File: src/rtl/fpga_wrapper.sv
// Smith-Waterman local-alignment engine with affine gaps: loads a fixed target into
// a register file, then sweeps the S x T score matrix one cell per cycle.
module fpga_wrapper #(
  parameter int                 T_LEN   = 8,
  parameter int                 S_LEN   = 8,
  parameter logic [2*T_LEN-1:0] T_SEQ   = '0,
  parameter logic [2*S_LEN-1:0] S_SEQ   = '0,
  parameter int                 SCORE_W = 10
) (
  input  logic               clk,
  input  logic               rst,
  input  logic               i_set_t,
  input  logic               i_start_cal,
  input  logic [3:0]         i_match,
  input  logic [3:0]         i_mismatch,
  input  logic [3:0]         i_minusAlpha,
  input  logic [3:0]         i_minusBeta,
  output logic               o_busy,
  output logic               o_valid,
  output logic [SCORE_W-1:0] o_result
);

  // Handshake: i_set_t / i_start_cal are single-cycle pulses honoured only while idle
  // with no command already captured; o_valid is a one-cycle strobe qualifying o_result.

  localparam int J_W = (T_LEN > 1) ? $clog2(T_LEN) : 1;
  localparam int I_W = (S_LEN > 1) ? $clog2(S_LEN) : 1;
  localparam logic [J_W-1:0] J_LAST = J_W'(T_LEN - 1);
  localparam logic [I_W-1:0] I_LAST = I_W'(S_LEN - 1);

  typedef logic [SCORE_W-1:0] score_t;
  typedef enum logic [1:0] {IDLE, LOAD, CALC, DONE} state_e;

  function automatic score_t sub_sat(score_t a, logic [3:0] b);
    score_t bx;
    bx = score_t'(b);
    return (a > bx) ? (a - bx) : '0;
  endfunction

  function automatic score_t add_sat(score_t a, logic [3:0] b);
    logic [SCORE_W:0] sum;
    sum = {1'b0, a} + (SCORE_W + 1)'(b);
    return sum[SCORE_W] ? '1 : sum[SCORE_W-1:0];
  endfunction

  function automatic score_t max2(score_t a, score_t b);
    return (a > b) ? a : b;
  endfunction

  state_e         state_q, state_d;
  logic           loaded_q, loaded_d;
  logic           set_q, set_d;
  logic           start_q, start_d;
  logic [1:0]     t_reg_q [T_LEN];
  logic [1:0]     t_reg_d [T_LEN];
  score_t         h_row_q [T_LEN];
  score_t         h_row_d [T_LEN];
  score_t         f_row_q [T_LEN];
  score_t         f_row_d [T_LEN];
  logic [J_W-1:0] j_q, j_d;
  logic [I_W-1:0] i_q, i_d;
  score_t         h_left_q, h_left_d;
  score_t         e_left_q, e_left_d;
  score_t         diag_q, diag_d;
  score_t         max_q, max_d;
  score_t         result_q, result_d;
  logic [3:0]     match_q, match_d;
  logic [3:0]     mis_q, mis_d;
  logic [3:0]     alpha_q, alpha_d;
  logic [3:0]     beta_q, beta_d;

  logic [1:0]     s_base;
  logic [1:0]     t_base;
  score_t         h_up;
  score_t         f_up;
  score_t         e_new;
  score_t         f_new;
  score_t         diag_sc;
  score_t         h_new;

  // One matrix cell: left neighbours come from the running pair, upper ones from the row store.
  always_comb begin
    s_base  = S_SEQ[{i_q, 1'b0} +: 2];
    t_base  = t_reg_q[j_q];
    h_up    = h_row_q[j_q];
    f_up    = f_row_q[j_q];
    e_new   = max2(sub_sat(h_left_q, alpha_q), sub_sat(e_left_q, beta_q));
    f_new   = max2(sub_sat(h_up, alpha_q), sub_sat(f_up, beta_q));
    diag_sc = (s_base == t_base) ? add_sat(diag_q, match_q) : sub_sat(diag_q, mis_q);
    h_new   = max2(max2(e_new, f_new), diag_sc);
  end

  always_comb begin
    state_d  = state_q;
    loaded_d = loaded_q;
    t_reg_d  = t_reg_q;
    h_row_d  = h_row_q;
    f_row_d  = f_row_q;
    j_d      = j_q;
    i_d      = i_q;
    h_left_d = h_left_q;
    e_left_d = e_left_q;
    diag_d   = diag_q;
    max_d    = max_q;
    result_d = result_q;
    match_d  = match_q;
    mis_d    = mis_q;
    alpha_d  = alpha_q;
    beta_d   = beta_q;

    // Capture a command pulse; set wins over start when both arrive together.
    set_d   = (state_q == IDLE) && !set_q && !start_q && i_set_t;
    start_d = (state_q == IDLE) && !set_q && !start_q && i_start_cal && !i_set_t;
    if (start_d) begin
      match_d = i_match;
      mis_d   = i_mismatch;
      alpha_d = i_minusAlpha;
      beta_d  = i_minusBeta;
    end

    unique case (state_q)
      IDLE: begin
        if (set_q) begin
          state_d = LOAD;
          j_d     = '0;
        end else if (start_q && loaded_q) begin
          state_d  = CALC;
          i_d      = '0;
          j_d      = '0;
          h_left_d = '0;
          e_left_d = '0;
          diag_d   = '0;
          max_d    = '0;
          for (int k = 0; k < T_LEN; k++) begin
            h_row_d[k] = '0;
            f_row_d[k] = '0;
          end
        end
      end
      LOAD: begin
        t_reg_d[j_q] = T_SEQ[{j_q, 1'b0} +: 2];
        if (j_q == J_LAST) begin
          j_d      = '0;
          loaded_d = 1'b1;
          state_d  = IDLE;
        end else begin
          j_d = j_q + 1'b1;
        end
      end
      CALC: begin
        h_row_d[j_q] = h_new;
        f_row_d[j_q] = f_new;
        max_d        = max2(max_q, h_new);
        if (j_q == J_LAST) begin
          j_d      = '0;
          h_left_d = '0;
          e_left_d = '0;
          diag_d   = '0;
          if (i_q == I_LAST) begin
            state_d  = DONE;
            result_d = max2(max_q, h_new);
          end else begin
            i_d = i_q + 1'b1;
          end
        end else begin
          j_d      = j_q + 1'b1;
          h_left_d = h_new;
          e_left_d = e_new;
          // The cell above becomes the diagonal of the next cell in this row.
          diag_d   = h_up;
        end
      end
      DONE: begin
        state_d = IDLE;
      end
      default: begin
        state_d = IDLE;
      end
    endcase
  end

  always_ff @(posedge clk) begin
    if (rst) begin
      state_q  <= IDLE;
      loaded_q <= 1'b0;
      set_q    <= 1'b0;
      start_q  <= 1'b0;
      t_reg_q  <= '{default: '0};
      h_row_q  <= '{default: '0};
      f_row_q  <= '{default: '0};
      j_q      <= '0;
      i_q      <= '0;
      h_left_q <= '0;
      e_left_q <= '0;
      diag_q   <= '0;
      max_q    <= '0;
      result_q <= '0;
      match_q  <= '0;
      mis_q    <= '0;
      alpha_q  <= '0;
      beta_q   <= '0;
    end else begin
      state_q  <= state_d;
      loaded_q <= loaded_d;
      set_q    <= set_d;
      start_q  <= start_d;
      t_reg_q  <= t_reg_d;
      h_row_q  <= h_row_d;
      f_row_q  <= f_row_d;
      j_q      <= j_d;
      i_q      <= i_d;
      h_left_q <= h_left_d;
      e_left_q <= e_left_d;
      diag_q   <= diag_d;
      max_q    <= max_d;
      result_q <= result_d;
      match_q  <= match_d;
      mis_q    <= mis_d;
      alpha_q  <= alpha_d;
      beta_q   <= beta_d;
    end
  end

  assign o_busy   = (state_q != IDLE);
  assign o_valid  = (state_q == DONE);
  assign o_result = result_q;

endmodule

File: config.mk
export PLATFORM = sky130hd
export DESIGN_NAME = fpga_wrapper
export DESIGN_NICKNAME = d
export VERILOG_FILES = /design/src/rtl/fpga_wrapper.sv
export SDC_FILE = /design/constraint.sdc
export NUM_CORES = 1
export LEC_CHECK = 0
export CAP_MARGIN = 20
export CORE_UTILIZATION = 64
export CTS_CLUSTER_DIAMETER = 100
export CTS_CLUSTER_SIZE = 40
export DETAILED_ROUTE_END_ITERATION = 10
export DONT_BUFFER_PORTS = 1
export GPL_TIMING_DRIVEN = 0
export PLACE_DENSITY = 0.88
export REMOVE_ABC_BUFFERS = 1
export SLEW_MARGIN = 20
export SYNTH_ARGS = -nofsm -noshare
export SYNTH_HDL_FRONTEND = slang
export SYNTH_SLANG_ARGS = --single-unit
File: constraint.sdc
create_clock -name clk -period 13.8 [get_ports clk]
set_input_delay 1.38 -clock clk [delete_from_list [all_inputs] [get_ports clk]]
set_output_delay 1.38 -clock clk [all_outputs]
set_load 0.03 [all_outputs]
Word-level counts from Yosys, hierarchy flattened. Index checks and enable logic that the tools add are counted.

Output and inout port bits: 12. Input bits: 20. Register bits: 253.

Bitwise operators: 1. Shifts and indexed selects: 2. Mux-type cells: 55. Reductions and logical operators: 21. Add/subtract/negate cells: 8. Order comparisons: 12. Equality and inequality tests: 13.

Operators with widths (number): one-hot mux 80 bit (2 select lines) (2); two-way mux 10 bit (22); bitwise mux 80 bit (2); two-way mux 80 bit (2); one-hot mux 10 bit (2 select lines) (4); binary-select mux 10 bit (select 3 bit) (2); greater-than comparator 10 bit (5); greater-than comparator 10 x 4 -> 1 bit (5); subtractor 10 x 4 -> 10 bit (5); indexed part select 16 x 5 -> 2 bit (first input constant) (2); demux 10 bit (select 3 bit) (1); two-way mux 3 bit (6); bitwise mux 16 bit (1); two-way mux 2 bit (8); one-hot mux 3 bit (2 select lines) (2); adder 10 x 4 -> 11 bit (1); inequality test 2 bit (second input constant) (5); one-hot mux 2 bit (4 select lines) (1); logical AND 1 bit (7); adder 3 x 1 -> 3 bit (second input constant) (2); binary-select mux 2 bit (select 3 bit) (1); demux 2 bit (select 3 bit) (1); equality test 3 bit (second input constant) (2); AND reduction 3 bit (2); 15 further kinds (21).

Longest topological paths before layout. Gate-level depths: netlist (run 1).

Depth after elaboration: 15. Depth in mapped cells: 62. Depth with buffers taken out: 53.

Least setup slack after synthesis (run 1). OpenSTA, ideal clock, no wires.

Path type: flip-flop to flip-flop. Start point: register j_q[1]. End point: register max_q[0]. Slack: 2.215 ns. Path buffers: 10. Period minus slack after synthesis: 11.585 ns. Required time: 13.683 ns. Setup time: 0.117 ns. Cell stages (with the launch flop): 61. Arrival: 11.469 ns. Cell sequence: dfxtp_1 buf_2 buf_4 buf_2 buf_1 clkbuf_1 clkbuf_1 mux2i_1 o21ai_0 nand2_1 o221ai_1 ha_1 nor2b_1 o21a_1 o21ai_0 nand3b_1 nor2_1 nor2_1 [... 25 more ...] o21ai_1 clkbuf_1 o21ai_0 o31ai_1 inv_1 ha_1 a21o_1 a31o_2 a21o_1 a21oi_1 o21a_1 nand3_1 a21oi_1 a2111oi_4 a31o_2 and2_1 buf_2 a22o_1.

Cells in the longest elaborated chain, start to end: 15. Elaborated cells on any way between the ends: 27. Those cells by class: add/sub: 2; order compare: 6; eq/ne: 1; mux: 17; bitwise: 1.

RTL lines: from (decl) (RTL line 60) `logic [J_W-1:0] j_q, j_d;`; from (signal assigned) (RTL line 210) `j_q <= j_d;`; inverter 3 -> 4 bit (implied by the code) * (RTL line 84, 85, 86); binary-select mux 10 bit (select 3 bit) (on tied branches) (RTL line 85, 86); two-way mux 10 bit (on tied branches) (2 in series) (RTL line 85, 86); subtractor 10 x 4 -> 10 bit / greater-than comparator 10 x 4 -> 1 bit (equally long branches) (RTL line 37) `return (a > bx) ? (a - bx) : '0;`; two-way mux 10 bit (RTL line 37); greater-than comparator 10 bit (RTL line 47) `return (a > b) ? a : b;`; two-way mux 10 bit (RTL line 47); greater-than comparator 10 bit (RTL line 47); two-way mux 10 bit (RTL line 47); greater-than comparator 10 bit (RTL line 47); two-way mux 10 bit * (RTL line 47); greater-than comparator 10 bit (RTL line 47); two-way mux 10 bit *; one-hot mux 10 bit (2 select lines) * (RTL line 121) `unique case (state_q)`; to (signal assigned) (RTL line 215) `max_q <= max_d;`; to (decl) (RTL line 65) `score_t max_q, max_d;`.

Mark *: on every way between the ends. The rest lies on a longest branch, timed or not. The select of a mux whose other input is x is not followed. A chain may end at the register's enable or synchronous reset.

Final worst setup path (run 1).
Start point: register j_q[1]. End point: register result_q[0] (netlist: o_result[0]).

Cells in the longest elaborated chain, start to end: 14. Elaborated cells on any way between the ends: 28. Those cells by class: add/sub: 2; order compare: 6; eq/ne: 2; mux: 16; bitwise: 1; reduce/logical: 1.

RTL lines: inverter 3 -> 4 bit (implied by the code) (RTL line 84, 85, 86); binary-select mux 10 bit (select 3 bit) (on tied branches) (RTL line 85, 86); two-way mux 10 bit (on tied branches) (2 in series) (RTL line 85, 86); subtractor 10 x 4 -> 10 bit / greater-than comparator 10 x 4 -> 1 bit (equally long branches) (RTL line 37); two-way mux 10 bit (RTL line 37); greater-than comparator 10 bit (RTL line 47); two-way mux 10 bit (RTL line 47); greater-than comparator 10 bit (RTL line 47); two-way mux 10 bit (RTL line 47); greater-than comparator 10 bit (RTL line 47); two-way mux 10 bit (RTL line 47); greater-than comparator 10 bit (RTL line 47); two-way mux 10 bit (RTL line 47); to (signal assigned) (RTL line 216) `result_q <= result_d;`; to (decl) (RTL line 66) `score_t result_q, result_d;`.

Several ways; a longest one is shown, not always the timed one. The select of a mux whose other input is x is not followed.

==> impl_results.md, run 1 <==
* Vias in the first global route at 11500
* Synth async-reset ratio at 0%
* FILL cells at 1538
* Slew HR at 24.3%
* Routed vias/inst at 6.87
* Yosys Warn Count at 0
* Post-synthesis adder-cell area fraction at 8.14%
* Hold-fix buffer count after cts at 0
* Post-synth top area share at 35.7%
* XOR/XNOR share of the synthesized area at 1.67%
* Most common cell in the synthesized netlist: dfxtp_1
* Min Hold Slack at 0.465 ns
* Final worst slack at 0.818 ns
* Post-synth EDFFs at 0
* Cell repeated most along the worst path: nor2_1
* Gpl congestion at 0.970
* CTS Root Buffer Type: clkbuf_16
* Share of cells above drive strength 1 at 8.88%
* CTS H-tree lvls at 1
* Die footprint at 0.0210 mm2
* DR pass1 iterations at 8
* Max Cap Violations at 0
* Cell variety after synth at 82
* Commonest cells in the netlist: dfxtp_1 (233), nor2_1 (218), nand2_1 (146)
* Nets at 1586
* DP Wirelength at 26000 um
* CTS Buffer Depth at 3
* Ant diodes at 0
* Global-route wire length before repair at 59800 um
* Synth Flop Type: dfxtp_1
* Synth Register Bits at 233
* Area delta synth->final at 4.75%
* Required time worst endpoint at 14.22 ns
* DP Worst Slack at 0.126 ns
* Die width at 145 um
* Top cells by area, synth: dfxtp_1 (36%), ha_1 (7.4%), a22oi_1 (6.5%)
* Synth Area in Simple Gates at 18.6%
* Drt wl/cell at 21.3 um
* Port bufs at 0
* Initial antenna violation count at 0
* Cts bufs inserted at 10
* Post-synthesis mux area share at 8.48%
* I/O pin cnt at 32
* Total Routing Usage GR at 34.9%
* Measured slew at the worst slew-check pin at 1.13 ns
* Main combinational cell family by area after synthesis: compound AO/OA/AOI/OAI gates
* Post-synthesis sequential area ratio at 35.7%
* Startpoint class of the critical path: register
* CTS tree: built
* CTS sink count at 233
* Core area at 0.0197 mm2
* Routed WL at 37300 um
* Final Hold Violating Endpoints at 0
* Post-route ant nets at 0
* Largest net degree at the start of global routing at 162
* Syn Inst Count at 1548
* Fin crit period at 12.98 ns
* Clk_skew at 0.0512 ns
* Final setup vio count at 0
* Initial core utilization at 66.3%
* Remaining DRCs at 0
* Slowest-stage cell, CP: a31oi_2
* Grt total ovfl at 0
* Area leader, netlist: dfxtp_1
* CP peak stage delay at 0.66 ns
* Compound-Gate Fraction of Synth Area at 22.8%
* Status: finished, final reports clean
* CP max FO at 46
* Die height at 145 um
* Crit end category: register
* Syn avg cell area at 8.44 um2
* Syn Std Cell Area at 0.0131 mm2
* Kind of critical path: reg -> reg
* Worst min path class: reg -> reg
* Final period utilization at 94.1%
* Arr. time, crit path at 13.40 ns
* Clock Pin Slew Worst Setup and Hold Paths at 0.15 ns
* Worst skew pair latency at 0.51 ns
* Fin. max-slew vios at 0
* Routed vias at 12000
* Iteration-0 DRC Markers at 1439
* Row cnt at 51
* Top achievable clock speed at 77.0 MHz
[layout by cell type, fill, tap and decap left out, types with 16 or more instances in the layout]
| master | Yosys | final |
|---|---|---|
| a21oi_1 | 65 | 63 |
| a22oi_1 | 113 | 113 |
| dfxtp_1 | 233 | 230 |
| ha_1 | 77 | 77 |
| inv_1 | 59 | 59 |
| mux2_2 | 18 | 18 |
| mux2i_1 | 45 | 45 |
| mux4_2 | 19 | 19 |
| nand2_1 | 146 | 146 |
| nand3_1 | 32 | 32 |
| nor2_1 | 218 | 214 |
| nor2b_1 | 20 | 20 |
| nor3_1 | 26 | 22 |
| o21a_1 | 17 | 16 |
| o21ai_0 | 108 | 107 |
[logic make-up (layout without fill, tap and decap cells)]
logic type | Yosys count | in the layout
adders and majority gates | 82 | 82
DFF | 233 | 233
xor gates and xnor gates | 24 | 24
AOI/OAI and AO/OA | 439 | 439
muxes | 84 | 84
and+or+nand+nor | 534 | 534
buffers and inverters | 152 | 91
[sequential cells by signal (all words and copies together) (netlist names)]
name	cells
e_left_q	10
h_row_q	80
set_q	1
max_q	10
match_q	4
diag_q	10
loaded_q	1
i_q	3
start_q	1
alpha_q	4
j_q	3
f_row_q	80
h_left_q	10
beta_q	4
state_q	2
o_result	10
[per-layer routing]
metal  up-vias  share of wire (%)  track usage, %
met5         -                  0               0
met4         0                4.0            15.7
met2       665                 47            58.0
met1      5775                 40            45.5
li1       5475                  -               -
met3       122                9.4            4.06
[final timing paths]
| kind | startpoint | endpoint | slack (ns) | cells past startpoint |
|---|---|---|---|---|
| max | j_q[1]$_SDFFE_PP0P_ | o_result[0]$_SDFFE_PP0P_ | 0.82 | 50 |
| min | h_row_q[1]$_SDFFE_PP0P_ | h_row_q[1]$_SDFFE_PP0P_ | 0.46 | 2 |
| max reg2reg | j_q[1]$_SDFFE_PP0P_ | o_result[0]$_SDFFE_PP0P_ | 0.82 | 50 |
| min reg2reg | h_row_q[1]$_SDFFE_PP0P_ | h_row_q[1]$_SDFFE_PP0P_ | 0.46 | 2 |
[critical path: cells and delay by family, from the launching register on]
kind / cells / cell delay (ns)
AO/OA/AOI/OAI: 17 / 4.94
AND/OR/NAND/NOR: 21 / 4.14
adder cells (fa/ha/maj): 5 / 1.54
buffers and inverters: 6 / 1.09
flip-flops: 1 / 0.57
multiplexers: 1 / 0.57
[cell type report]
class                   instances  area [um2]  share of cell area [%]
multi-input cells            1163        7950                    58.1
flip-flops and latches        233        4670                    34.1
well taps                     265         332                    2.42
clock buffers                  11         275                    2.01
inverters                      62         233                    1.70
repair buffers                 14         173                    1.26
clock inverters                 4        58.8                   0.429
[metrics by stage]
step	utilization (%)	cell area, um2	instances	setup TNS, ns
finish	69.4	13700	1752	0
global route	69.4	13700	1752	-0.440
CTS	68.9	13600	1750	0
detailed placement	67.2	13200	1735	0
global placement	66.1	13000	1723	-88.44
floorplan	-	12700	1458	0
[what timing repair did]
action	CTS	global route
setup buffers	0	2
pin swaps	0	2
endpoints found under the setup margin	8	20
endpoints found under the hold margin	0	0
resized for setup	1	14
Power of run 1 is left out: the tool's default activity adds up to more than one toggle a clock period on the data nets, which glitch-free logic cannot reach.
==> run 2: changes to the inputs <==
--- a/config.mk
+++ b/config.mk
@@ -6,6 +6,7 @@
 export NUM_CORES = 1
 export LEC_CHECK = 0
 export CAP_MARGIN = 20
+export CORE_ASPECT_RATIO = 0.75
 export CORE_UTILIZATION = 64
 export CTS_CLUSTER_DIAMETER = 100
 export CTS_CLUSTER_SIZE = 40
==> constraint.sdc (replaced) <==
create_clock -name clk -period 14.1 [get_ports clk]
set_input_delay 1.41 -clock clk [delete_from_list [all_inputs] [get_ports clk]]
set_output_delay 1.41 -clock clk [all_outputs]
set_load 0.03 [all_outputs]
==> impl_results.md, run 2 (synthesized netlist as in run 1, its figures left out) <==
* Status: finished, final reports clean
* CTS H-tree lvls at 1 (unchanged)
* Post-route ant nets at 0 (unchanged)
* CTS Buffer Depth at 3 (unchanged)
* Initial antenna violation count at 0 (unchanged)
* Die height at 126 um (-13%)
* Largest net degree at the start of global routing at 162 (unchanged)
* Hold-fix buffer count after cts at 0 (unchanged)
* Fin. max-slew vios at 0 (unchanged)
* Drt wl/cell at 22.0 um (+3.4%)
* CTS sink count at 233 (unchanged)
* Uppermost routed layer: met4
* Clock Pin Slew Worst Setup and Hold Paths at 0.14 ns (about the same)
* Commonest non-fill, non-tap cells in the layout: dfxtp_1 (230), nor2_1 (213), nand2_1 (146), a22oi_1 (113), o21ai_0 (107)
* WL met1 at 16500 um (+12%)
* Finished layout cell area at 0.0136 mm2 (-0.47%)
* Cell repeated most along the worst path: nor2_1
* Slowest-stage cell, CP: nor4bb_2
* I/O pin cnt at 32 (unchanged)
* Gpl congestion at 0.977 (+0.72%)
* CP peak stage delay at 0.62 ns (-0.04 ns)
* Share of cells above drive strength 1 at 8.76% (-0.12 points)
* CTS tree: built
* Cts bufs inserted at 10 (unchanged)
* Dpl cell area at 0.0132 mm2 (-0.26%)
* Iteration-0 DRC Markers at 1654 (+15%)
* Worst min path class: reg -> reg
* Die width at 167 um (+15%)
* Die footprint at 0.0210 mm2 (about the same)
* Commonest non-fill, non-tap cell in the layout: dfxtp_1
* Nets at 1583 (-0.19%)
* Required time worst endpoint at 14.55 ns (+0.33 ns)
* Fin crit period at 13.32 ns (+0.339 ns)
* Kind of critical path: reg -> reg
* Crit end category: register
* Routed WL at 38200 um (+2.5%)
* Max Cap Violations at 0 (unchanged)
* Final setup vio count at 0 (unchanged)
* DP Wirelength at 26800 um (+3.0%)
* Top achievable clock speed at 75.1 MHz (-2.5%)
* Measured slew at the worst slew-check pin at 1.13 ns (-0.00432 ns)
* Slew HR at 24.6% (+0.29 points)
* Remaining DRCs at 0 (unchanged)
* CP max FO at 44 (-4.3%)
* Routed vias/inst at 6.93 (+0.93%)
* DR WL met3 at 4070 um (+17%)
* Total Routing Usage GR at 35.8% (+0.89 points)
* Grt total ovfl at 0 (unchanged)
* DR pass1 iterations at 8 (unchanged)
* Port bufs at 0 (unchanged)
* Ant diodes at 0 (unchanged)
* Routed vias at 12000 (+0.066%)
* Hold Path Depth at 2 (unchanged)
* Final period utilization at 94.5% (+0.40 points)
* CTS Root Buffer Type: clkbuf_16
* Worst skew pair latency at 0.51 ns (about the same)
* Register-to-Register Path Depth at 52 (+4.0%)
* Arr. time, crit path at 13.77 ns (+0.37 ns)
* Initial core utilization at 66.5% (+0.22 points)
* Core area at 0.0197 mm2 (-0.32%)
* Register area at 0.00467 mm2 (unchanged)
* Vias in the first global route at 11300 (-2.2%)
* Global-route wire length before repair at 60000 um (+0.38%)
* Startpoint class of the critical path: register
* FILL cells at 1550 (+0.78%)
* Top Registers: f_row_q: 80 flops, h_row_q: 80 flops
* WL met2 at 16600 um (-5.7%)
* Row cnt at 44 (-14%)
* Multi-input gate area at 0.00794 mm2 (-0.17%)
* Final Hold Violating Endpoints at 0 (unchanged)
* Clk_skew at 0.0376 ns (-0.0136 ns)
* Area delta synth->final at 4.25%
## run 2: cell types whose count changed in the layout (fill, tap and decap cells not counted), sizes merged
cell | before | now
buf | 14 | 11
clkbuf | 11 | 12
clkinv | 3 | 1
clkinvlp | 1 | 0
inv | 62 | 64
## run 2: worst paths after layout
check	from	endpoint	slack [ns]
min	h_row_q[21]$_SDFFE_PP0P_	h_row_q[21]$_SDFFE_PP0P_	0.47
max	j_q[1]$_SDFFE_PP0P_	max_q[5]$_SDFFE_PP0P_	0.78
min reg2reg	h_row_q[21]$_SDFFE_PP0P_	h_row_q[21]$_SDFFE_PP0P_	0.47
max reg2reg	j_q[1]$_SDFFE_PP0P_	max_q[5]$_SDFFE_PP0P_	0.78
## run 2: stage by stage
| step | setup slack, ns | setup TNS (ns) | utilization [%] | instances | hold slack (ns) |
|---|---|---|---|---|---|
| 2_1_floorplan | 1.39 | 0 | - | 1458 | 0.420 |
| 3_3_place_gp | -3.23 | -108.71 | 66.2 | 1711 | 0.429 |
| 3_5_place_dp | -0.0181 | -0.0192 | 67.2 | 1721 | 0.442 |
| 4_1_cts | 0.124 | 0 | 68.9 | 1736 | 0.461 |
| 5_1_grt | -0.0820 | -0.518 | 69.3 | 1737 | 0.490 |
| 6_report | 0.779 | 0 | 69.3 | 1737 | 0.467 |
## run 2: final cells by class
cell class / count / share of cell area (%)
Sequential cell: 233 / 34.3
Inverter: 62 / 1.71
Multi-Input combinational cell: 1163 / 58.2
Tap cell: 253 / 2.32
Clock buffer: 12 / 2.05
Clock inverter: 3 / 0.386
Timing Repair Buffer: 11 / 1.02
## run 2: worst max-delay path: cells and delay by family, from the launching register on
kind | cells | cell delay [ns]
buf+inv | 5 | 0.90
fa+ha+maj | 5 | 1.56
flops | 1 | 0.59
compound gates | 24 | 5.90
simple gates | 17 | 4.02
mux | 1 | 0.22
## run 2: repair_timing
action | in CTS | in global routing
pin swaps | 0 | 1
setup buffers | 0 | 1
gates resized for setup | 2 | 11
endpoints found under the hold margin | 0 | 0
setup endpoints to repair | 10 | 20
## run 2: metal layers
metal  track usage, %  up-vias
met5                0        -
met4             10.9        0
met3             6.54       89
met2             55.2      734
met1             50.9     5766
li1                 -     5456
Power of run 2 is left out for the same reason.
